--- src/rtl/write_arbiter_pkg.sv ---
// Shared definitions for the write arbiter: grant FSM encoding, port index width
// and default packet-length limits.
package write_arbiter_pkg;

    localparam int unsigned PORT_W      = 4;
    localparam int unsigned DEF_MAX_LEN = 256;
    localparam int unsigned DEF_LEN_W   = 16;

    typedef enum logic [2:0] {
        ST_IDLE  = 3'd0,
        ST_LOCK  = 3'd1,
        ST_XFER  = 3'd2,
        ST_DRAIN = 3'd3,
        ST_DONE  = 3'd4
    } grant_state_e;

endpackage

--- src/rtl/write_grant_ctl_port_mux.sv ---
// N:1 selection of the locked port's valid/data/eop plus one-hot pop decode.
module port_mux
    import write_arbiter_pkg::*;
#(
    parameter int unsigned num_of_ports = 16,
    parameter int unsigned data_width   = 32
) (
    input  logic [PORT_W-1:0]                    sel_i,
    input  logic                                 ready_en_i,
    input  logic [num_of_ports-1:0]              in_valid_i,
    input  logic [num_of_ports*data_width-1:0]   in_data_i,
    input  logic [num_of_ports-1:0]              in_eop_i,
    output logic                                 valid_o,
    output logic [data_width-1:0]                data_o,
    output logic                                 eop_o,
    output logic [num_of_ports-1:0]              in_ready_o
);

    always_comb begin
        valid_o    = 1'b0;
        data_o     = '0;
        eop_o      = 1'b0;
        in_ready_o = '0;
        for (int unsigned i = 0; i < num_of_ports; i++) begin
            if (sel_i == PORT_W'(i)) begin
                valid_o       = in_valid_i[i];
                data_o        = in_data_i[i*data_width +: data_width];
                eop_o         = in_eop_i[i];
                in_ready_o[i] = ready_en_i;
            end
        end
    end

endmodule

--- src/rtl/write_grant_ctl.sv ---
// Locks the arbiter's selected port for one packet, streams it to the SRAM write
// path, truncates at max_len (draining the rest) and reports completion.
module write_grant_ctl
    import write_arbiter_pkg::*;
#(
    parameter int unsigned num_of_ports = 16,
    parameter int unsigned data_width   = 32,
    parameter int unsigned max_len      = DEF_MAX_LEN,
    parameter int unsigned len_w        = DEF_LEN_W
) (
    input  logic                                 clk,
    input  logic                                 rst,
    input  logic [num_of_ports-1:0]              sop_i,
    input  logic [PORT_W-1:0]                    select_i,
    input  logic [num_of_ports-1:0]              in_valid_i,
    input  logic [num_of_ports*data_width-1:0]   in_data_i,
    input  logic [num_of_ports-1:0]              in_eop_i,
    output logic [num_of_ports-1:0]              in_ready_o,
    output logic                                 arb_hold_o,
    output logic                                 wr_valid_o,
    output logic                                 wr_sop_o,
    output logic                                 wr_eop_o,
    output logic [data_width-1:0]                wr_data_o,
    output logic [PORT_W-1:0]                    wr_port_o,
    input  logic                                 wr_ready_i,
    output logic                                 done_valid_o,
    output logic [PORT_W-1:0]                    done_port_o,
    output logic [len_w-1:0]                     done_len_o,
    output logic                                 done_trunc_o
);

    grant_state_e             state_q, state_d;
    logic [PORT_W-1:0]        port_q, port_d;
    logic [len_w-1:0]         cnt_q, cnt_d;
    logic                     first_q, first_d;
    logic                     trunc_q, trunc_d;
    logic                     arb_hold_q, arb_hold_d;
    logic                     done_valid_q, done_valid_d;
    logic [PORT_W-1:0]        done_port_q, done_port_d;
    logic [len_w-1:0]         done_len_q, done_len_d;
    logic                     done_trunc_q, done_trunc_d;

    logic                     grant_ok;
    logic                     ready_en;
    logic                     mux_valid;
    logic                     mux_eop;
    logic [data_width-1:0]    mux_data;
    logic                     at_max;

    port_mux #(
        .num_of_ports (num_of_ports),
        .data_width   (data_width)
    ) u_port_mux (
        .sel_i      (port_q),
        .ready_en_i (ready_en),
        .in_valid_i (in_valid_i),
        .in_data_i  (in_data_i),
        .in_eop_i   (in_eop_i),
        .valid_o    (mux_valid),
        .data_o     (mux_data),
        .eop_o      (mux_eop),
        .in_ready_o (in_ready_o)
    );

    // A grant needs an in-range select whose own sop bit is set.
    always_comb begin
        grant_ok = 1'b0;
        for (int unsigned i = 0; i < num_of_ports; i++) begin
            if (select_i == PORT_W'(i) && sop_i[i]) begin
                grant_ok = 1'b1;
            end
        end
    end

    assign at_max = (cnt_q == len_w'(max_len - 1));

    always_comb begin
        state_d    = state_q;
        port_d     = port_q;
        cnt_d      = cnt_q;
        first_d    = first_q;
        trunc_d    = trunc_q;
        ready_en   = 1'b0;
        wr_valid_o = 1'b0;
        wr_sop_o   = 1'b0;
        wr_eop_o   = 1'b0;
        wr_data_o  = '0;

        unique case (state_q)
            ST_IDLE: begin
                if (grant_ok) begin
                    port_d  = select_i;
                    state_d = ST_LOCK;
                end
            end
            ST_LOCK: begin
                cnt_d   = '0;
                first_d = 1'b1;
                state_d = ST_XFER;
            end
            ST_XFER: begin
                ready_en   = wr_ready_i;
                wr_valid_o = mux_valid;
                wr_data_o  = mux_data;
                wr_sop_o   = first_q;
                wr_eop_o   = mux_eop | at_max;
                if (mux_valid && wr_ready_i) begin
                    first_d = 1'b0;
                    cnt_d   = cnt_q + len_w'(1);
                    // eop on the max_len-th word is a normal completion
                    if (mux_eop) begin
                        state_d = ST_DONE;
                    end else if (at_max) begin
                        trunc_d = 1'b1;
                        state_d = ST_DRAIN;
                    end
                end
            end
            ST_DRAIN: begin
                ready_en = 1'b1;
                if (mux_valid && mux_eop) begin
                    state_d = ST_DONE;
                end
            end
            ST_DONE: begin
                trunc_d = 1'b0;
                state_d = ST_IDLE;
            end
            default: begin
                state_d = ST_IDLE;
            end
        endcase

        arb_hold_d   = (state_d != ST_IDLE);
        done_valid_d = (state_d == ST_DONE);
        done_port_d  = done_valid_d ? port_d  : '0;
        done_len_d   = done_valid_d ? cnt_d   : '0;
        done_trunc_d = done_valid_d ? trunc_d : 1'b0;
    end

    always_ff @(posedge clk or posedge rst) begin
        if (rst) begin
            state_q      <= ST_IDLE;
            port_q       <= '0;
            cnt_q        <= '0;
            first_q      <= 1'b0;
            trunc_q      <= 1'b0;
            arb_hold_q   <= 1'b0;
            done_valid_q <= 1'b0;
            done_port_q  <= '0;
            done_len_q   <= '0;
            done_trunc_q <= 1'b0;
        end else begin
            state_q      <= state_d;
            port_q       <= port_d;
            cnt_q        <= cnt_d;
            first_q      <= first_d;
            trunc_q      <= trunc_d;
            arb_hold_q   <= arb_hold_d;
            done_valid_q <= done_valid_d;
            done_port_q  <= done_port_d;
            done_len_q   <= done_len_d;
            done_trunc_q <= done_trunc_d;
        end
    end

    assign wr_port_o    = port_q;
    assign arb_hold_o   = arb_hold_q;
    assign done_valid_o = done_valid_q;
    assign done_port_o  = done_port_q;
    assign done_len_o   = done_len_q;
    assign done_trunc_o = done_trunc_q;

endmodule

--- config.mk ---
export PLATFORM = sky130hd
export DESIGN_NAME = write_grant_ctl
export DESIGN_NICKNAME = d
export VERILOG_FILES = /design/src/rtl/write_arbiter_pkg.sv /design/src/rtl/write_grant_ctl_port_mux.sv /design/src/rtl/write_grant_ctl.sv
export SDC_FILE = /design/constraint.sdc
export NUM_CORES = 1
export LEC_CHECK = 0
export ABC_AREA = 1
export CORE_AREA = 8 8 244 246
export DETAILED_ROUTE_END_ITERATION = 16
export DIE_AREA = 0 0 252 254
export PLACE_DENSITY_LB_ADDON = 0.1
export SLEW_MARGIN = 20
export SYNTH_ARGS = -nofsm -noshare
export SYNTH_HDL_FRONTEND = slang
export SYNTH_SLANG_ARGS = --single-unit
--- constraint.sdc ---
create_clock -name clk -period 2.8 [get_ports clk]
set_input_delay 0.42 -clock clk [delete_from_list [all_inputs] [get_ports clk]]
set_output_delay 0.42 -clock clk [all_outputs]
set_load 0.005 [all_outputs]
Word-level counts from Yosys, hierarchy flattened
Index checks and enable logic that the tools add are counted.
Word-level totals
  flip-flop bits (word level): 48
  input bits: 567
  word-level logic and storage cells: 177
  output and inout bits: 78
Cells by class
  reduce and logical (&&, ||, !) cells: 24
  eq/ne operators: 37
  multiplexer cells: 104
  bitwise operators: 1
  add/subtract/negate cells: 1
Operator list (count)
  $mux 32: 17
  $mux 1: 72
  $eq 4x4->1 const B: 16
  $eq 4x3->1 const B: 8
  $mux 16: 2
  $pmux 16 s2: 1
  $logic_and 1x1->1: 18
  $add 16x1->16 const B: 1
  $eq 16x8->1 const B: 1
  $eq 4x2->1 const B: 4
  $mux 3: 5
  $mux 4: 3
  $pmux 3 s4: 1
  $eq 4x1->1 const B: 2
  $logic_not 4->1: 2
  $eq 3x2->1 const B: 2
  $eq 3x3->1 const B: 2
  $pmux 1 s2: 3
  $eq 3x1->1 const B: 1
  $logic_not 3->1: 1
  $reduce_bool 3->1: 1
  $ne 2x2->1 const B: 1
  $reduce_and 2->1: 1
  $reduce_bool 2->1: 1
  $or 1x1->1: 1

Longest topological paths before layout
  depth after elaboration: 22
  mapped depth: 19
  gate-level depth less buffers: 18

Cells and area by module
A second synthesis with hierarchy kept.
Unflattened totals
  cells, all modules: 1389
  area, all modules: 7113.1 µm²
By module, submodules not included
  port_mux: instances 1, area an instance 4535.6 µm², seq. area each 0.0 µm², cells an instance 1040
  write_grant_ctl: instances 1, area an instance 2577.5 µm², seq. area each 1201.2 µm², cells an instance 349

Worst setup path after synthesis
OpenSTA, ideal clock, no wires.
  kind: register to output
  start point: reg port_q[1], in the netlist wr_port_o[1]
  end point: out wr_data_o[20]
  arrival time: 2071 ps
  stages on the path, launching flop included: 16
  required time: 2380 ps
  setup slack: 309 ps
  buffers on the path: 3
  path through: dfrtp_1 > buf_4 > nor2_4 > inv_1 > nor2_1 > buf_2 > inv_1 > clkbuf_1 > o21ai_0 > nand4_1 > a21oi_1 > nand4_1 > a21oi_1 > nand3_1 > o211ai_1 > inv_1
Between the ends
  longest elaborated chain between the ends: 18
  elaborated cells between the ends (all ways): 33
  those cells by class: eq/ne: 15; mux: 17; reduce/logical: 1
Ends and longest elaborated chain
  start: declaration: line write_grant_ctl.sv:33  | logic [PORT_W-1:0] port_q, port_d;
  start signal: assignment: line write_grant_ctl.sv:155  | port_q <= port_d;
  $logic_not 4->1: line write_grant_ctl_port_mux.sv:25  | if (sel_i == PORT_W'(i)) begin
  $mux 32 (15 in a row): line write_grant_ctl_port_mux.sv:25
  $mux 32 *: line write_grant_ctl_port_mux.sv:25
  $mux 32 *: line write_grant_ctl.sv:89  | unique case (state_q)
  end: declaration: line write_grant_ctl.sv:23  | output logic [data_width-1:0] wr_data_o,
Mark *: on every way between the ends. The rest lies on a longest branch, timed or not.

Final worst setup path
  start point: reg port_q[1], in the netlist wr_port_o[1]
  end point: out wr_data_o[8]
The elaborated chain is that of the path after synthesis.

==> impl_metrics.yaml <==
sta:
  fmax_mhz: 294
  rsz0062_at_grt: "yes"
  setup_violations: 63
  whs_ns: 0.446
  tightest_slew_ns: 0.502
  slew_violations: 0
  final.setup.worst_slack_ns: -0.604
  finalCritPeriodShare_pct: 122
  maxSlewHeadroom_pct: 66.3
  setup_tns_ns: -18.01
  min_period_ns: 3.40
  finalHoldViolCount: 0
  clock_skew_ns: 0.00976
route:
  routed_wl_um: 72900
  first_iter_violations: 708
  ant_nets: 0
  vias: 11900
  first_pass_iters: 7
  drc_errors: 0
  viasPerCell: 4.30
  routedWlPerCell_um: 26.3
min_path:
  hold_path.class: "in -> async"
clocking:
  cts_sinks: 48
  cts_tree: "yes"
  cts_buffer_depth: 2
  clk_pin_slew_worst_paths_ns: 0.06
  clock_latency_ns: 0.30
  cts_max_level: 2
  cts_made_buffers: 5
  ctsRootBufferMaster: "clkbuf_16"
run_status:
  violations: "setup timing"
  status: "finished with violations"
critical_path:
  crit_type: "reg -> out"
  regToRegSetupSlack_ns: -0.30
  crit_path_end_kind: "output port"
  critPathLaunchType: "register"
  cp.arrival_ns: 2.98
  rr_startpoint: "wr_port_o[0]"
  reg2reg_depth: 21
  r2r_end: "done_len_o[0]"
  worstPathMaxFanout: 14
  required_ns: 2.38
synthesis:
  synth_area_sq_um: 6610
  yosysTopAreaCell: "nand2_1"
  synth_area_per_cell_sq_um: 5.38
  yosysUniqueCellTypes: 37
  ys_seq_elements: 48
  synth_nets: 1796
  syn_inst: 1228
  synthTopCellsByArea: "nand2_1, dfrtp_1, nand3_1"
  synth_warnings: 0
  synth_top_cell_area_share_pct: 23.9
  yosysSeqAreaShare_pct: 18.2
job:
  cap_violations: 0
finish:
  stdcell_area_sq_um: 17000
  stdcell_count: 2773
  nets: 2567
  area_growth_pct: 158
  post_route_cells_drive_above_1_share_pct: 22.6
grt:
  antenna_found_initial: 35
  grt_max_degree: 49
  first_global_vias: 12100
  grt_first_pass_wirelength_um: 97400
  overflow: 0
  grt_usage_pct: 21.3
floorplan:
  num_rows: 87
  die_height_um: 254
  fp.coreArea_sq_um: 55700
  die_w_um: 252
  io_pins: 645
  dieArea_sq_um: 64000
  initial_utilization_pct: 11.9
power_and_ir_drop:
  p_per_area_nw_per_um2: 711
  ir_drop_mv: 0.318
  leakagePower_nw: 7.35
placed_design:
  dpl_cell_area_sq_um: 15200
  gp_congestion: 0.965
  place_inst: 2700
  hpwl_um: 61600
  portBuffers: 644
-- flip-flops by register name, indices dropped and copies added, names as in the netlist --
register and count:
cnt_q 16, done_len_o 16, done_port_o 4, wr_port_o 4
state_q 3, arb_hold_o 1, done_trunc_o 1, done_valid_o 1
first_q 1, trunc_q 1
-- cell usage in the layout, fill, tap and decap left out, drive strengths merged, types with 6 or more instances in the layout --
cell	Yosys	routed
nand4	74	74
xor2	8	8
o21ai	49	49
nand3	166	167
diode	0	18
inv	98	98
dlymetal6s2s	0	6
clkdlybuf4s50	0	602
nor4	6	6
nor3	16	16
buf	23	209
a21oi	90	90
a221oi	22	22
dfrtp	48	48
or2	7	7
dlygate4sd2	0	9
nor2	128	128
clkbuf	53	12
nand2	422	422
o22ai	6	6
-- critical path, cell delays in order, from the launching register on --
cell and delay [ns]:
dfrtp_1 0.40, buf_6 0.14, nand3_1 0.11, inv_2 0.06, buf_12 0.16, buf_4 0.15
buf_4 0.13, a221oi_2 0.25, buf_4 0.17, nand3_2 0.08, o22ai_4 0.18, nand3_2 0.12
a21oi_4 0.18, buf_6 0.13, nand4_1 0.08, nand2_1 0.07, inv_1 0.03, dlygate4sd2_1 0.26
-- per-stage QoR --
step	total power [mW]	utilization [%]	setup slack, ns
after global placement	10.3	27.2	-1.09
after floorplan	4.84	-	0.309
after detailed placement	10.2	27.2	-1.12
final	12.1	30.6	-0.604
after global routing	13.1	30.5	-0.866
after CTS	12.0	29.7	-0.662
-- per-layer routing --
metal	share of wire [%]	wire length (um)	track usage [%]
met4	1.9	1350	4.83
met2	51	37000	39.2
met1	40	28900	24.1
met3	7.5	5450	6.27
met5	0.33	241	0
-- how the worst max path moves through the flow --
| stage | from | end | slack, ns | depth (start not counted) |
|---|---|---|---|---|
| floorplan | wr_port_o[1] | wr_data_o[20] | 0.31 | 15 |
| global placement | wr_port_o[1] | wr_data_o[12] | -1.09 | 15 |
| detailed placement | wr_port_o[1] | wr_data_o[28] | -1.12 | 16 |
| CTS | wr_port_o[0] | wr_data_o[15] | -0.66 | 17 |
| global route | wr_port_o[0] | wr_data_o[12] | -0.87 | 18 |
| finish | wr_port_o[1] | wr_data_o[8] | -0.60 | 17 |
-- logic make-up (layout without fill, tap and decap cells) --
group | after synthesis | count (layout) | share of synthesized area [%]
other | 0 | 18 | 0
XOR/XNOR | 8 | 8 | 1.06
AND/OR/NAND/NOR | 819 | 820 | 54.8
buffers and inverters | 174 | 944 | 10.3
adder cells (fa/ha/maj) | 1 | 1 | 0.189
flip-flops | 48 | 48 | 18.2
AO/OA/AOI/OAI | 178 | 178 | 15.4
-- Yosys cell counts --
| cell type | count |
|---|---|
| a221oi_1 | 22 |
| a31oi_1 | 1 |
| buf_4 | 2 |
| nor2_4 | 5 |
| nand4_2 | 2 |
| o21ai_0 | 48 |
| nor4_1 | 6 |
| a22o_1 | 3 |
| or2_1 | 1 |
| o31ai_1 | 1 |
| a21oi_1 | 88 |
| o211ai_1 | 5 |
| inv_2 | 8 |
| dfrtp_1 | 48 |
| nand3_1 | 165 |
| o21bai_1 | 1 |
| inv_1 | 90 |
| nand4_1 | 72 |
| nand2_1 | 420 |
| ha_1 | 1 |
| or2_2 | 3 |
| buf_6 | 2 |
| clkbuf_1 | 53 |
| buf_1 | 13 |
| nand2_4 | 1 |
| xor2_1 | 8 |
| o22ai_1 | 6 |
| nor3_1 | 16 |
| buf_2 | 6 |
| o21ai_1 | 1 |
| nor2_1 | 119 |
| nor2_2 | 2 |
| nand3_2 | 1 |
| or2_0 | 3 |
| a21oi_2 | 2 |
| nor2_8 | 2 |
| nand2_2 | 1 |
-- cell type report --
| cell class | instances | area [sq um] |
|---|---|---|
| Antenna cell | 18 | 45.0 |
| Clock buffer | 5 | 125 |
| Clock inverter | 2 | 12.5 |
| Fill cell | 6177 | 38700 |
| Inverter | 98 | 395 |
| Multi-Input combinational cell | 1007 | 5820 |
| Sequential cell | 48 | 1200 |
| Tap cell | 756 | 946 |
| Timing Repair Buffer | 839 | 8490 |
-- timing repair --
item	4_1_cts	5_1_grt
setup buffers	38	14
endpoints found under the setup margin	87	86
pin swaps	104	93
hold buffers	0	0
gates resized for setup	339	79
gates cloned	5	4
-- where the power goes --
part | switching [mW] | internal, mW | total, mW
logic | 5.68 | 4.77 | 10.5
registers | 0.162 | 0.880 | 1.04
clock network | 0.292 | 0.326 | 0.618
No activity file was read; power rests on OpenSTA's default activity.
